[config.mk]
export PLATFORM = sky130hd
export DESIGN_NAME = opc7_membus
export DESIGN_NICKNAME = d
export VERILOG_FILES = /design/src/rtl/opc7_pkg.sv /design/src/rtl/opc7_membus_io.sv /design/src/rtl/opc7_membus.sv
export SDC_FILE = /design/constraint.sdc
export NUM_CORES = 1
export LEC_CHECK = 0
export BUFFER_PORTS_ARGS = -buffer_cell sky130_fd_sc_hd__buf_2
export CAP_MARGIN = 15
export CORE_MARGIN = 2
export CORE_UTILIZATION = 55
export CTS_CLUSTER_SIZE = 12
export DETAILED_ROUTE_END_ITERATION = 8
export GPL_TIMING_DRIVEN = 1
export PLACE_DENSITY = 0.82
export SLEW_MARGIN = 20
export SYNTH_ARGS = -nofsm -noshare
export SYNTH_HDL_FRONTEND = slang
export SYNTH_SLANG_ARGS = --single-unit
[constraint.sdc]
create_clock -name clk -period 3.95 [get_ports clk]
set_clock_uncertainty 0.1 [all_clocks]
set_input_delay 0.395 -clock clk [delete_from_list [all_inputs] [get_ports clk]]
set_output_delay 0.395 -clock clk [all_outputs]
set_load 0.01 [all_outputs]
[src/rtl/opc7_pkg.sv]
// ----------------------------------------------------------------------------
// opc7_pkg
// Shared definitions for the OPC7 memory bus bridge: bridge state encoding,
// word geometry and the width of the wait-state counter.
// ----------------------------------------------------------------------------
package opc7_pkg;

    // Bytes transferred per 32-bit CPU word on the 8-bit SRAM.
    localparam int BYTES_PER_WORD = 4;

    // Width of the per-byte wait-state counter (WAIT_STATES range 0..7).
    localparam int WS_W = 3;

    typedef enum logic [1:0] {
        ST_IDLE,   // no access in flight, CPU running
        ST_MEM,    // four byte accesses to the SRAM
        ST_IO,     // I/O handshake (or single-cycle dummy access)
        ST_DONE    // CPU consumes the result on this edge
    } bus_state_t;

endpackage

[src/rtl/opc7_membus_io.sv]
// ----------------------------------------------------------------------------
// opc7_membus_io
// Request/acknowledge handshake for the 32-bit I/O port of opc7_membus.
// Only instantiated when OPC7_MEMBUS_IO_EN is defined.
//
// Ports:
//   clk, reset_b          clock, asynchronous active-low reset
//   start                 capture a new I/O request this edge
//   rnw, addr, wdata      request attributes, sampled on start
//   done                  handshake completes on this edge (io_req & io_ack)
//   io_req/io_rnw/io_addr/io_wdata  registered request, held until ack
//   io_ack                acknowledge from the I/O target
// ----------------------------------------------------------------------------
module opc7_membus_io (
    input  logic        clk,
    input  logic        reset_b,
    input  logic        start,
    input  logic        rnw,
    input  logic [19:0] addr,
    input  logic [31:0] wdata,
    output logic        done,
    output logic        io_req,
    output logic        io_rnw,
    output logic [19:0] io_addr,
    output logic [31:0] io_wdata,
    input  logic        io_ack
);

    // An ack only counts while a request is outstanding.
    assign done = io_req & io_ack;

    always_ff @(posedge clk or negedge reset_b) begin
        if (!reset_b) begin
            io_req   <= 1'b0;
            io_rnw   <= 1'b0;
            io_addr  <= '0;
            io_wdata <= '0;
        end else if (start) begin
            io_req   <= 1'b1;
            io_rnw   <= rnw;
            io_addr  <= addr;
            io_wdata <= wdata;
        end else if (done) begin
            io_req   <= 1'b0;
        end
    end

endmodule

[src/rtl/opc7_membus.sv]
// ----------------------------------------------------------------------------
// opc7_membus
// Bridge between the OPC7 CPU core and an 8-bit asynchronous SRAM. Each CPU
// bus request (taken from the core's *_nxt look-ahead outputs) becomes four
// little-endian byte accesses; the CPU is stalled through clken until the
// 32-bit word is complete. With OPC7_MEMBUS_IO_EN defined, vio_nxt accesses
// go to a 32-bit req/ack I/O port; otherwise they complete as a one-cycle
// dummy access (reads return 0, writes are dropped).
//
// Parameter:
//   WAIT_STATES  extra cycles per byte access (0..7)
// Ports:
//   clk, reset_b                      clock, asynchronous active-low reset
//   vpa_nxt, vda_nxt, vio_nxt, rnw_nxt, address_nxt, dout_nxt
//                                     CPU next-cycle bus request
//   clken                             CPU clock enable (0 = stall)
//   din                               read data to the CPU
//   mem_addr, mem_wdata, mem_rdata    SRAM byte address/data
//   mem_ce_b, mem_oe_b, mem_we_b      SRAM strobes, active-low, registered
//   io_* (OPC7_MEMBUS_IO_EN only)     I/O handshake port
// ----------------------------------------------------------------------------
module opc7_membus
    import opc7_pkg::*;
#(
    parameter int WAIT_STATES = 1
) (
    input  logic        clk,
    input  logic        reset_b,
    input  logic        vpa_nxt,
    input  logic        vda_nxt,
    input  logic        vio_nxt,
    input  logic        rnw_nxt,
    input  logic [19:0] address_nxt,
    input  logic [31:0] dout_nxt,
    output logic        clken,
    output logic [31:0] din,
    output logic [21:0] mem_addr,
    output logic [7:0]  mem_wdata,
    output logic        mem_ce_b,
    output logic        mem_oe_b,
    output logic        mem_we_b,
`ifdef OPC7_MEMBUS_IO_EN
    output logic        io_req,
    output logic        io_rnw,
    output logic [19:0] io_addr,
    output logic [31:0] io_wdata,
    input  logic [31:0] io_rdata,
    input  logic        io_ack,
`endif
    input  logic [7:0]  mem_rdata
);

    localparam logic [WS_W-1:0] WS_LAST  = WS_W'(WAIT_STATES);
    localparam logic [1:0]      LAST_IDX = 2'(BYTES_PER_WORD - 1);

    bus_state_t      state, state_nxt;
    logic [WS_W-1:0] wcnt, wcnt_nxt;
    logic [1:0]      idx, idx_nxt;
    logic            capture, slot_end, io_done;
    logic [19:0]     addr_q, addr_sel;
    logic [31:0]     data_q, data_sel;
    logic            rnw_q, rnw_sel;
    logic [31:0]     io_rd_word;

    // On the capture edge the latched copies are not yet valid, so the
    // registered outputs take the request straight from the CPU.
    assign addr_sel = capture ? address_nxt : addr_q;
    assign data_sel = capture ? dout_nxt    : data_q;
    assign rnw_sel  = capture ? rnw_nxt     : rnw_q;

`ifdef OPC7_MEMBUS_IO_EN
    opc7_membus_io u_io (
        .clk      (clk),
        .reset_b  (reset_b),
        .start    (capture && (state_nxt == ST_IO)),
        .rnw      (rnw_nxt),
        .addr     (address_nxt),
        .wdata    (dout_nxt),
        .done     (io_done),
        .io_req   (io_req),
        .io_rnw   (io_rnw),
        .io_addr  (io_addr),
        .io_wdata (io_wdata),
        .io_ack   (io_ack)
    );
    assign io_rd_word = io_rdata;
`else
    // No I/O port: the access finishes after one stall cycle and reads 0.
    assign io_done    = 1'b1;
    assign io_rd_word = '0;
`endif

    always_ff @(posedge clk or negedge reset_b) begin
        // NOTE: every sequential assignment is non-blocking so all registers
        // update from the same pre-edge values, independent of block order.
        if (!reset_b) state <= ST_IDLE;
        else          state <= state_nxt;
    end

    always_comb begin
        // NOTE: every output of this block gets a default first; a path that
        // skipped one would infer a latch.
        state_nxt = state;
        wcnt_nxt  = wcnt;
        idx_nxt   = idx;
        capture   = 1'b0;
        slot_end  = (wcnt == WS_LAST);
        case (state)
            ST_IDLE, ST_DONE: begin
                // DONE is the CPU's consuming edge and can take the next
                // request directly, so back-to-back accesses lose no cycle.
                wcnt_nxt = '0;
                idx_nxt  = '0;
                if (vio_nxt) begin
                    state_nxt = ST_IO;
                    capture   = 1'b1;
                end else if (vpa_nxt || vda_nxt) begin
                    state_nxt = ST_MEM;
                    capture   = 1'b1;
                end else begin
                    state_nxt = ST_IDLE;
                end
            end
            ST_MEM: begin
                if (slot_end) begin
                    wcnt_nxt = '0;
                    idx_nxt  = idx + 2'd1;
                    if (idx == LAST_IDX) state_nxt = ST_DONE;
                end else begin
                    wcnt_nxt = wcnt + 1'b1;
                end
            end
            ST_IO: begin
                if (io_done) state_nxt = ST_DONE;
            end
            default: state_nxt = ST_IDLE;
        endcase
    end

    always_ff @(posedge clk or negedge reset_b) begin
        // NOTE: the whole datapath is reset, so an access aborted by reset
        // leaves no partial word in din and no strobe asserted.
        if (!reset_b) begin
            wcnt      <= '0;
            idx       <= '0;
            addr_q    <= '0;
            data_q    <= '0;
            rnw_q     <= 1'b0;
            clken     <= 1'b1;
            din       <= '0;
            mem_addr  <= '0;
            mem_wdata <= '0;
            mem_ce_b  <= 1'b1;
            mem_oe_b  <= 1'b1;
            mem_we_b  <= 1'b1;
        end else begin
            wcnt <= wcnt_nxt;
            idx  <= idx_nxt;
            if (capture) begin
                addr_q <= address_nxt;
                data_q <= dout_nxt;
                rnw_q  <= rnw_nxt;
            end

            // Outputs are registered from the next state so they change only
            // on clock edges and stay stable across each byte slot.
            clken    <= (state_nxt == ST_IDLE) || (state_nxt == ST_DONE);
            mem_ce_b <= (state_nxt != ST_MEM);
            mem_oe_b <= !((state_nxt == ST_MEM) && rnw_sel);
            mem_we_b <= !((state_nxt == ST_MEM) && !rnw_sel);
            if (state_nxt == ST_MEM) begin
                mem_addr  <= {addr_sel, idx_nxt};
                mem_wdata <= data_sel[{idx_nxt, 3'b000} +: 8];
            end

            // Read byte is taken on the last cycle of its slot.
            if ((state == ST_MEM) && slot_end && rnw_q)
                din[{idx, 3'b000} +: 8] <= mem_rdata;
            if ((state == ST_IO) && io_done && rnw_q)
                din <= io_rd_word;
        end
    end

endmodule

-- Word level (Yosys, flattened, before mapping)
Index checks and enable logic that the tools add are counted.
- $add $sub $neg: 3
- multipliers: 0
- div/mod/pow operators: 0
- order comparisons: 0
- equality and inequality tests: 8
- shift-type cells: 3
- multiplexer cells: 18
- bitwise logic cells: 0
- reductions and logical operators: 15
- operators with widths (cell ; count):
    2-to-1 mux 32 bit ; 3
    bitwise mux 32 bit ; 1
    variable shift 8 x 7 -> 32 bit, first input constant ; 1
    indexed part select 32 x 6 -> 8 bit ; 1
    indexed part select 8 x 7 -> 32 bit ; 1
    2-to-1 mux 20 bit ; 1
    equality test 2 bit, second input constant ; 4
    2-to-1 mux 2 bit ; 4
    negator 5 -> 7 bit ; 1
    one-hot mux 2 bit (3 select lines) ; 1
    one-hot mux 3 bit (2 select lines) ; 1
    logical AND 1 bit ; 5
    2-to-1 mux 1 bit ; 5
    equality test 2 x 1 -> 1 bit, second input constant ; 2
    logical NOT 2 bit ; 2
    one-hot mux 2 bit (2 select lines) ; 1
    nonzero test 2 bit ; 2
    adder 3 x 1 -> 3 bit, second input constant ; 1
    equality test 3 x 1 -> 1 bit, second input constant ; 1
    logical NOT 1 bit ; 3
    2-to-1 mux 3 bit ; 1
    adder 2 x 1 -> 2 bit, second input constant ; 1
    logical OR 1 bit ; 2
    inequality test 2 x 1 -> 1 bit, second input constant ; 1
    OR reduction 2 bit ; 1
- bits in registers: 126
- latch bits: 0
- bits in writable memories: 0
- bits in read-only memories: 0
- input port bits: 66
- output and inout bits: 66
- logic and storage cells: 60
- memories kept: 0

-- Depth between registers and ports, before layout
Gate-level depths: netlist of the first run.
- word-level depth: 8
- mapped depth: 13
- mapped depth without buffers: 10

-- Least setup slack after synthesis of the first run
No wires, ideal clock.
- path type: reg2reg
- start: reg wcnt[1]
- end: reg mem_addr[10]
- library setup time: 0.072 ns
- data arrival time: 2.194 ns
- required time: 3.778 ns
- slack: 1.584 ns
- cell stages (with the launch flop): 12
- buffers on the path: 2
- cells stage by stage: dfrtp_1 > nor3b_1 > a21oi_1 > o21bai_1 > mux2_2 > inv_1 > ha_1 > clkbuf_1 > inv_1 > buf_1 > nor2_1 > nor2_1
- longest elaborated chain between the ends: 4
- RTL lines (item ; RTL line ; text):
    from (decl) ; opc7_membus.sv:57 ; logic [WS_W-1:0] wcnt, wcnt_nxt;
    from (signal assigned) ; opc7_membus.sv:157 ; wcnt <= wcnt_nxt;
    equality test 3 x 1 -> 1 bit ; opc7_membus.sv:107 ; slot_end = (wcnt == WS_LAST);
    2-to-1 mux 2 bit ; opc7_membus.sv:125 ; if (slot_end) begin
    one-hot mux 2 bit (3 select lines) ; opc7_membus.sv:108 ; case (state)
    via state_nxt[1] ; opc7_membus.sv:56 ; bus_state_t state, state_nxt;
    equality test 2 x 1 -> 1 bit ; opc7_membus.sv:171 ; if (state_nxt == ST_MEM) begin
    to (signal assigned) ; opc7_membus.sv:172 ; mem_addr <= {addr_sel, idx_nxt};
    to (decl) ; opc7_membus.sv:37 ; output logic [21:0] mem_addr,
The timed path passes the listed nets, and every way through them passes these cells.
A chain may end at the register's enable or synchronous reset.

-- Worst setup path after layout of the first run
- start: reg idx[0]
- end: reg mem_wdata[1]
- elaborated cells between the ends (all ways): 9
- classes of those cells: add/sub: 1; eq/ne: 2; shift: 1; mux: 5
- RTL lines (item ; RTL line ; text):
    from (decl) ; opc7_membus.sv:58 ; logic [1:0] idx, idx_nxt;
    from (signal assigned) ; opc7_membus.sv:158 ; idx <= idx_nxt;
    adder 2 x 1 -> 2 bit ; opc7_membus.sv:127 ; idx_nxt = idx + 2'd1;
    2-to-1 mux 2 bit ; opc7_membus.sv:125 ;
    one-hot mux 2 bit (2 select lines) ; opc7_membus.sv:108 ;
    via idx_nxt[1] ; opc7_membus.sv:58 ;
    indexed part select 32 x 6 -> 8 bit ; opc7_membus.sv:173 ; mem_wdata <= data_sel[{idx_nxt, 3'b000} +: 8];
    to (signal assigned) ; opc7_membus.sv:173 ;
    to (decl) ; opc7_membus.sv:38 ; output logic [7:0] mem_wdata,
The timed path passes the listed nets, and every way through them passes these cells.

==> out/summary.json, run 1 <==
{
  "syn_area_per_cell": {"value": 10.8, "unit": "um^2"},
  "crit_path_frequent_cell": {"value": "sky130_fd_sc_hd__inv_1"},
  "timing.critical_path.slowest_cell_delay": {"value": 0.63, "unit": "ns"},
  "netlist_instances": {"value": 509},
  "pin_count_of_the_biggest_net_entering_global_routing": {"value": 70},
  "synth.top_cell.area_share": {"value": 0.554},
  "antennaDiodeCount": {"value": 0},
  "starting_drc_count_in_detailed_routing": {"value": 170},
  "worstPathCellList": {"value": "inv_1 -> ha_1 -> a22o_1 -> a22oi_2 -> inv_1 -> or3_1 -> a31oi_1"},
  "clk_transition_reported_paths": {"value": 0.06, "unit": "ns"},
  "synth_top_cells_by_area": {"value": "sky130_fd_sc_hd__dfrtp_1, sky130_fd_sc_hd__mux2_2, sky130_fd_sc_hd__nor2_1, sky130_fd_sc_hd__nand2_1, sky130_fd_sc_hd__o21ai_0"},
  "synthFlopType": {"value": "sky130_fd_sc_hd__dfrtp_1"},
  "design.die.area": {"value": 0.0108, "unit": "mm^2"},
  "place_inst": {"value": 757},
  "timing.hold.worst.class": {"value": "in -> reg"},
  "tightestPinTransition": {"value": 0.913, "unit": "ns"},
  "rows": {"value": 36},
  "slew_violations": {"value": 0},
  "grt_pass1_wl": {"value": 21800, "unit": "um"},
  "synth-seq-area-share": {"value": 0.573},
  "clock_insertion_delay_worst_skew": {"value": 0.50, "unit": "ns"},
  "tns": {"value": 0, "unit": "ns"},
  "p_r_area_growth_vs_syn": {"value": 25.3, "unit": "%"},
  "design.final.nets": {"value": 719},
  "min_period": {"value": 3.07, "unit": "ns"},
  "port_buffers": {"value": 131},
  "route.detailed.wl_per_inst": {"value": 16.9, "unit": "um"},
  "slowest_stage": {"value": "sky130_fd_sc_hd__a22oi_2"},
  "grt.total_usage": {"value": 0.253},
  "cp.arrival": {"value": 3.40, "unit": "ns"},
  "synthDominantAreaCellType": {"value": "sky130_fd_sc_hd__dfrtp_1"},
  "place_hpwl": {"value": 8950, "unit": "um"},
  "worst_ir_drop_vdd": {"value": 0.000531, "unit": "V"},
  "achievable-frequency": {"value": 0.325, "unit": "GHz"},
  "final_hold_slack": {"value": 0.0371, "unit": "ns"},
  "place.gp.congestion": {"value": 0.855},
  "multi_input_comb_area": {"value": 0.00219, "unit": "mm^2"},
  "timing.critical_path.required": {"value": 4.27, "unit": "ns"},
  "post-route-drc-count": {"value": 0},
  "hold_violations": {"value": 0},
  "grt_setup_unrepaired": {"value": "no"},
  "synth-seq-cells": {"value": 126},
  "grt_antenna_before_repair": {"value": 0},
  "cts_tree": {"value": "done"},
  "postRouteAntennaNets": {"value": 0},
  "postSynthNetCount": {"value": 584},
  "critical_path_peak_fanout": {"value": 16},
  "static-leakage-power": {"value": 3.21, "unit": "nW"},
  "drive_gt1_frac": {"value": 0.376},
  "viasPerCell": {"value": 5.46},
  "floorplan.core_area": {"value": 0.00973, "unit": "mm^2"},
  "critical_path.n_buffers_inverters": {"value": 2},
  "cp-end-kind": {"value": "flop"},
  "timing.critical_path.max_delay_family": {"value": "compound AO/OA/AOI/OAI gates"},
  "vias": {"value": 4313},
  "synth_warn": {"value": 0},
  "die_h": {"value": 104, "unit": "um"},
  "crit_path_start_kind": {"value": "flop"},
  "synth_most_common_cell": {"value": "sky130_fd_sc_hd__dfrtp_1"},
  "cap_viol_max_count": {"value": 0},
  "synth_edf_count": {"value": 0},
  "htree_levels": {"value": 4},
  "finalSetupViolations": {"value": 0},
  "totalWireLength": {"value": 13300, "unit": "um"},
  "layoutNonFillerInstCount": {"value": 790},
  "slew-limit-headroom": {"value": 0.387},
  "cts-root-buf": {"value": "sky130_fd_sc_hd__clkbuf_8"},
  "powerDensity": {"value": 985, "unit": "mW/mm^2"},
  "ioPinCount": {"value": 132},
  "drtPass1Iterations": {"value": 4},
  "cts-buffers-inserted": {"value": 17},
  "tritoncts_num_sinks": {"value": 126},
  "dieWidth": {"value": 104, "unit": "um"},
  "post_synth_most_frequent_cells": {"value": "sky130_fd_sc_hd__dfrtp_1, sky130_fd_sc_hd__nor2_1, sky130_fd_sc_hd__nand2_1"},
  "initial_core_util": {"value": 0.566},
  "timing.setup.critical_path_class": {"value": "reg -> reg"},
  "finalCritPeriodShare": {"value": 0.778},
  "postSynth.asyncResetShare": {"value": 1.00},
  "fillCellCount": {"value": 698},
  "first_global_vias": {"value": 4413},
  "seqCellArea": {"value": 0.00316, "unit": "mm^2"},
  "post_synth_cell_types": {"value": 45},
  "netlist_area": {"value": 0.00551, "unit": "mm^2"},
  "clock_path_buffers": {"value": 2},
  "result_of_the_run": {"value": "completed"},
  "grt.overflow.total": {"value": 0}
}
## logic make-up (layout without fill, tap and decap cells)
family          count (synthesis)  count (layout)  share of synthesized area
buf+inv                        36             184                     0.0313
mux                            63              63                      0.128
xor+xnor                        1               1                    0.00159
simple gates                  193             193                      0.155
flops                         126             126                      0.573
compound gates                 81              81                     0.0902
fa+ha+maj                       9               9                     0.0204
## report_power, final
group          internal [mW]  switching, mW
clock network          0.952          0.578
registers               1.94          0.315
logic                   1.31           1.70
## sequential cells by signal, summed over array words and instances (netlist names), 2 cells and up
name	cells
mem_wdata	8
mem_addr	22
wcnt	3
addr_q	20
idx	2
din	32
data_q	32
state	2
## repair_timing
item,in CTS,in global routing
endpoints found under the hold margin,65,0
hold buffers,1,0
gates resized for setup,0,0
endpoints found under the setup margin,0,0
setup buffers,0,0
## layout by cell type (no fill, tap or decap), drive strengths merged, types with 6 or more instances in the layout
cell type,instances
buf,142
dfrtp,122
nor2,83
nand2,75
mux2,61
o21ai,51
clkbuf,20
inv,12
or3,9
ha,9
a31oi,8
nor3,7
o221a,6
## routing by layer
layer | wire length, um | global-route usage | part of all wire | vias up
li1 | - | - | - | 2014
met5 | 0 | 0 | 0 | -
met1 | 5570 | 0.317 | 0.42 | 2148
met4 | 53 | 0.0685 | 0.0040 | 0
met2 | 6840 | 0.434 | 0.51 | 145
met3 | 860 | 0.0702 | 0.065 | 6
## worst paths after layout
kind | from | endpoint | slack (ns) | cells past startpoint
max | idx[0]$_DFF_PN0_ | mem_wdata[1]$_DFFE_PN0N_ | 0.88 | 7
min | dout_nxt[12] | data_q[12]$_DFF_PN0_ | 0.04 | 2
max reg2reg | idx[0]$_DFF_PN0_ | mem_wdata[1]$_DFFE_PN0N_ | 0.88 | 7
min reg2reg | din[3]$_DFFE_PN0P_ | din[3]$_DFFE_PN0P_ | 0.37 | 2
max in group asynchronous | reset_b | mem_ce_b$_DFF_PN1_ | 2.43 | 3
min in group asynchronous | reset_b | data_q[24]$_DFF_PN0_ | 0.46 | 2
## layout make-up
type / count / share of cell area
repair buffers: 143 / 0.111
inverters: 9 / 0.00489
clock buffers: 20 / 0.0660
flip-flops and latches: 126 / 0.457
multi-input cells: 347 / 0.318
well taps: 133 / 0.0241
clock inverters: 12 / 0.0194
## through the flow
step                area, um^2  total power [mW]  setup WS (ns)  utilization
detailed placement        6300              5.25          0.929        0.648
finish                    6900              6.80          0.877        0.709
global placement          6300              5.07           1.01        0.648
CTS                       6900              6.82          0.892        0.709
global route              6900              7.24          0.667        0.709
floorplan                 5510              4.33           1.58            -
No activity file was read; power rests on OpenSTA's default activity.
==> inputs of run 2 (changes only) <==
--- a/config.mk
+++ b/config.mk
@@ -8,11 +8,11 @@
 export BUFFER_PORTS_ARGS = -buffer_cell sky130_fd_sc_hd__buf_2
 export CAP_MARGIN = 15
 export CORE_MARGIN = 2
-export CORE_UTILIZATION = 55
+export CORE_UTILIZATION = 48
 export CTS_CLUSTER_SIZE = 12
 export DETAILED_ROUTE_END_ITERATION = 8
 export GPL_TIMING_DRIVEN = 1
-export PLACE_DENSITY = 0.82
+export PLACE_DENSITY = 0.76
 export SLEW_MARGIN = 20
 export SYNTH_ARGS = -nofsm -noshare
 export SYNTH_HDL_FRONTEND = slang
==> constraint.sdc (replaced) <==
create_clock -name clk -period 2.7 [get_ports clk]
set_clock_uncertainty 0.1 [all_clocks]
set_input_delay 0.27 -clock clk [delete_from_list [all_inputs] [get_ports clk]]
set_output_delay 0.27 -clock clk [all_outputs]
set_load 0.01 [all_outputs]
==> out/summary.json, run 2 (synthesis results as in run 1) <==
{
  "clock_insertion_delay_worst_skew": {"value": 0.42, "unit": "ns"},
  "totalWireLength": {"value": 13600, "unit": "um"},
  "post-route-drc-count": {"value": 0},
  "drtPass1Iterations": {"value": 5},
  "hold_violations": {"value": 0},
  "critical_path.n_buffers_inverters": {"value": 0},
  "place_hpwl": {"value": 8910, "unit": "um"},
  "finalSetupViolations": {"value": 0},
  "mostFrequentLayoutCells": {"value": "sky130_fd_sc_hd__buf_2, sky130_fd_sc_hd__dfrtp_1, sky130_fd_sc_hd__nor2_1"},
  "achievable-frequency": {"value": 0.390, "unit": "GHz"},
  "clock_path_buffers": {"value": 2},
  "min_period": {"value": 2.56, "unit": "ns"},
  "crit_path_start_kind": {"value": "flop"},
  "placed_area": {"value": 0.00641, "unit": "mm^2"},
  "first_global_vias": {"value": 4550},
  "final_hold_slack": {"value": 0.0122, "unit": "ns"},
  "floorplan.core_area": {"value": 0.0113, "unit": "mm^2"},
  "viasPerCell": {"value": 5.31},
  "p_comb_frac": {"value": 0.440},
  "timing.critical_path.max_delay_family": {"value": "simple AND/OR/NAND/NOR gates"},
  "die_h": {"value": 111, "unit": "um"},
  "timing.setup.critical_path_class": {"value": "reg -> reg"},
  "place.gp.congestion": {"value": 0.869},
  "grt_setup_unrepaired": {"value": "no"},
  "p_int": {"value": 6.66, "unit": "mW"},
  "design.die.area": {"value": 0.0123, "unit": "mm^2"},
  "port_buffers": {"value": 131},
  "htree_levels": {"value": 4},
  "tns": {"value": 0, "unit": "ns"},
  "critical_path_peak_fanout": {"value": 7},
  "timing.hold.worst.class": {"value": "in -> reg"},
  "rows": {"value": 39},
  "static-leakage-power": {"value": 3.44, "unit": "nW"},
  "post-route-cell-area": {"value": 0.00742, "unit": "mm^2"},
  "cts-buffers-inserted": {"value": 17},
  "slew_violations": {"value": 0},
  "pin_count_of_the_biggest_net_entering_global_routing": {"value": 98},
  "cts_tree": {"value": "done"},
  "grt.overflow.total": {"value": 0},
  "cp-end-kind": {"value": "flop"},
  "globalRoute.busiestLayer": {"value": "met2"},
  "route.detailed.wl_per_inst": {"value": 16.1, "unit": "um"},
  "multi_input_comb_area": {"value": 0.00219, "unit": "mm^2"},
  "slew-limit-headroom": {"value": 0.438},
  "global_route.usage.met3": {"value": 0.0634},
  "ioPinCount": {"value": 132},
  "p_r_area_growth_vs_syn": {"value": 34.7, "unit": "%"},
  "grt.total_usage": {"value": 0.231},
  "postRouteAntennaNets": {"value": 0},
  "grt_util_met1": {"value": 0.287},
  "tritoncts_num_sinks": {"value": 126},
  "result_of_the_run": {"value": "completed"},
  "timing.critical_path.slowest_cell_delay": {"value": 0.59, "unit": "ns"},
  "drive_gt1_frac": {"value": 0.362},
  "clk_transition_reported_paths": {"value": 0.05, "unit": "ns"},
  "largestRegisters": {"value": "data_q (32), din (32), mem_addr (22)"},
  "timing.critical_path.required": {"value": 2.88, "unit": "ns"},
  "seqCellArea": {"value": 0.00316, "unit": "mm^2"},
  "cts-root-buf": {"value": "sky130_fd_sc_hd__clkbuf_16"},
  "starting_drc_count_in_detailed_routing": {"value": 276},
  "design.final.nets": {"value": 762},
  "grt_pass1_wl": {"value": 22700, "unit": "um"},
  "netSwitchingFraction": {"value": 0.357},
  "portion_of_total_power_attributed_to_the_clock_network": {"value": 0.244},
  "switching_power": {"value": 3.69, "unit": "mW"},
  "cap_viol_max_count": {"value": 0},
  "setup.reg_to_reg.worst_slack": {"value": 0.14, "unit": "ns"},
  "powerDensity": {"value": 1390, "unit": "mW/mm^2"},
  "dieWidth": {"value": 111, "unit": "um"},
  "cp.arrival": {"value": 2.74, "unit": "ns"},
  "fillCellCount": {"value": 844},
  "global_route.usage.met2": {"value": 0.379},
  "cts_resized": {"value": 0},
  "initial_core_util": {"value": 0.487},
  "vias": {"value": 4471},
  "worstPathCellList": {"value": "ha_1 -> nor4b_4 -> xnor2_1 -> or3b_1 -> o221a_1 -> o21ai_1 -> a31oi_1"},
  "antennaDiodeCount": {"value": 0},
  "seqPwrFrac": {"value": 0.316},
  "finalCritPeriodShare": {"value": 0.949},
  "worst_ir_drop_vdd": {"value": 0.000848, "unit": "V"},
  "tightestPinTransition": {"value": 0.837, "unit": "ns"},
  "layout_commonest_cell": {"value": "sky130_fd_sc_hd__buf_2"},
  "grt_antenna_before_repair": {"value": 0},
  "slowest_stage": {"value": "sky130_fd_sc_hd__or3b_1"}
}
==> run 2: cell count changes in the layout (fill, tap and decap cells not counted), sizes merged <==
| cell | change |
|---|---|
| dlygate4sd3 | +34 |
| buf | +9 |
| clkbuf | +7 |
| clkinv | -5 |
| inv | -3 |
| bufinv | +2 |
| clkinvlp | -2 |
==> run 2: path summary, 6_finish.rpt <==
check                              startpoint                        to  depth (start not counted)
max                        state[1]$_DFF_PN0_  mem_wdata[0]$_DFFE_PN0N_                          7
min                            address_nxt[8]       addr_q[8]$_DFF_PN0_                          2
max reg2reg                state[1]$_DFF_PN0_  mem_wdata[0]$_DFFE_PN0N_                          7
min reg2reg                din[7]$_DFFE_PN0P_        din[7]$_DFFE_PN0P_                          2
max in group asynchronous             reset_b           clken$_DFF_PN1_                          3
min in group asynchronous             reset_b      data_q[18]$_DFF_PN0_                          2
==> run 2: worst register-to-register path: stages, from the launching register on <==
cell and delay (ns):
sky130_fd_sc_hd__dfrtp_1 0.41, sky130_fd_sc_hd__ha_1 0.23, sky130_fd_sc_hd__nor4b_4 0.30, sky130_fd_sc_hd__xnor2_1 0.31
sky130_fd_sc_hd__or3b_1 0.59, sky130_fd_sc_hd__o221a_1 0.27, sky130_fd_sc_hd__o21ai_1 0.10, sky130_fd_sc_hd__a31oi_1 0.12
==> run 2: power by group through the flow <==
stage | Combinational [mW] | Sequential, mW | Clock [mW]
finish | 4.55 | 3.27 | 2.52
global route | 5.05 | 3.36 | 2.64
CTS | 4.55 | 3.27 | 2.56
detailed placement | 4.48 | 3.29 | 0
global placement | 4.35 | 3.23 | 0
floorplan | 2.94 | 3.39 | 0
==> run 2: layout make-up <==
class	instances	share of cell area
timing repair buffer	186	0.161
clock inverter	4	0.0162
inverter	9	0.00455
multi-input combinational	347	0.295
sequential	126	0.425
clock buffer	27	0.0732
tap	143	0.0241
==> run 2: per-layer routing <==
| layer | routed length (um) | share of wire |
|---|---|---|
| met1 | 5690 | 0.42 |
| met2 | 6730 | 0.50 |
| met4 | 380 | 0.028 |
| met5 | 0 | 0 |
| met3 | 785 | 0.058 |
==> run 2: what timing repair did <==
action | 4_1_cts | 5_1_grt
endpoints found under the hold margin | 63 | 0
hold buffers | 35 | 0
buffers inserted | 0 | 0
==> run 2: through the flow <==
step | utilization | cells | power (mW) | worst slack (ns)
floorplan | - | 509 | 6.33 | 0.334
global placement | 0.566 | 776 | 7.58 | 0.285
detailed placement | 0.566 | 776 | 7.77 | 0.188
CTS | 0.656 | 842 | 10.4 | 0.134
global route | 0.656 | 842 | 11.0 | 0.0353
finish | 0.656 | 842 | 10.3 | 0.139
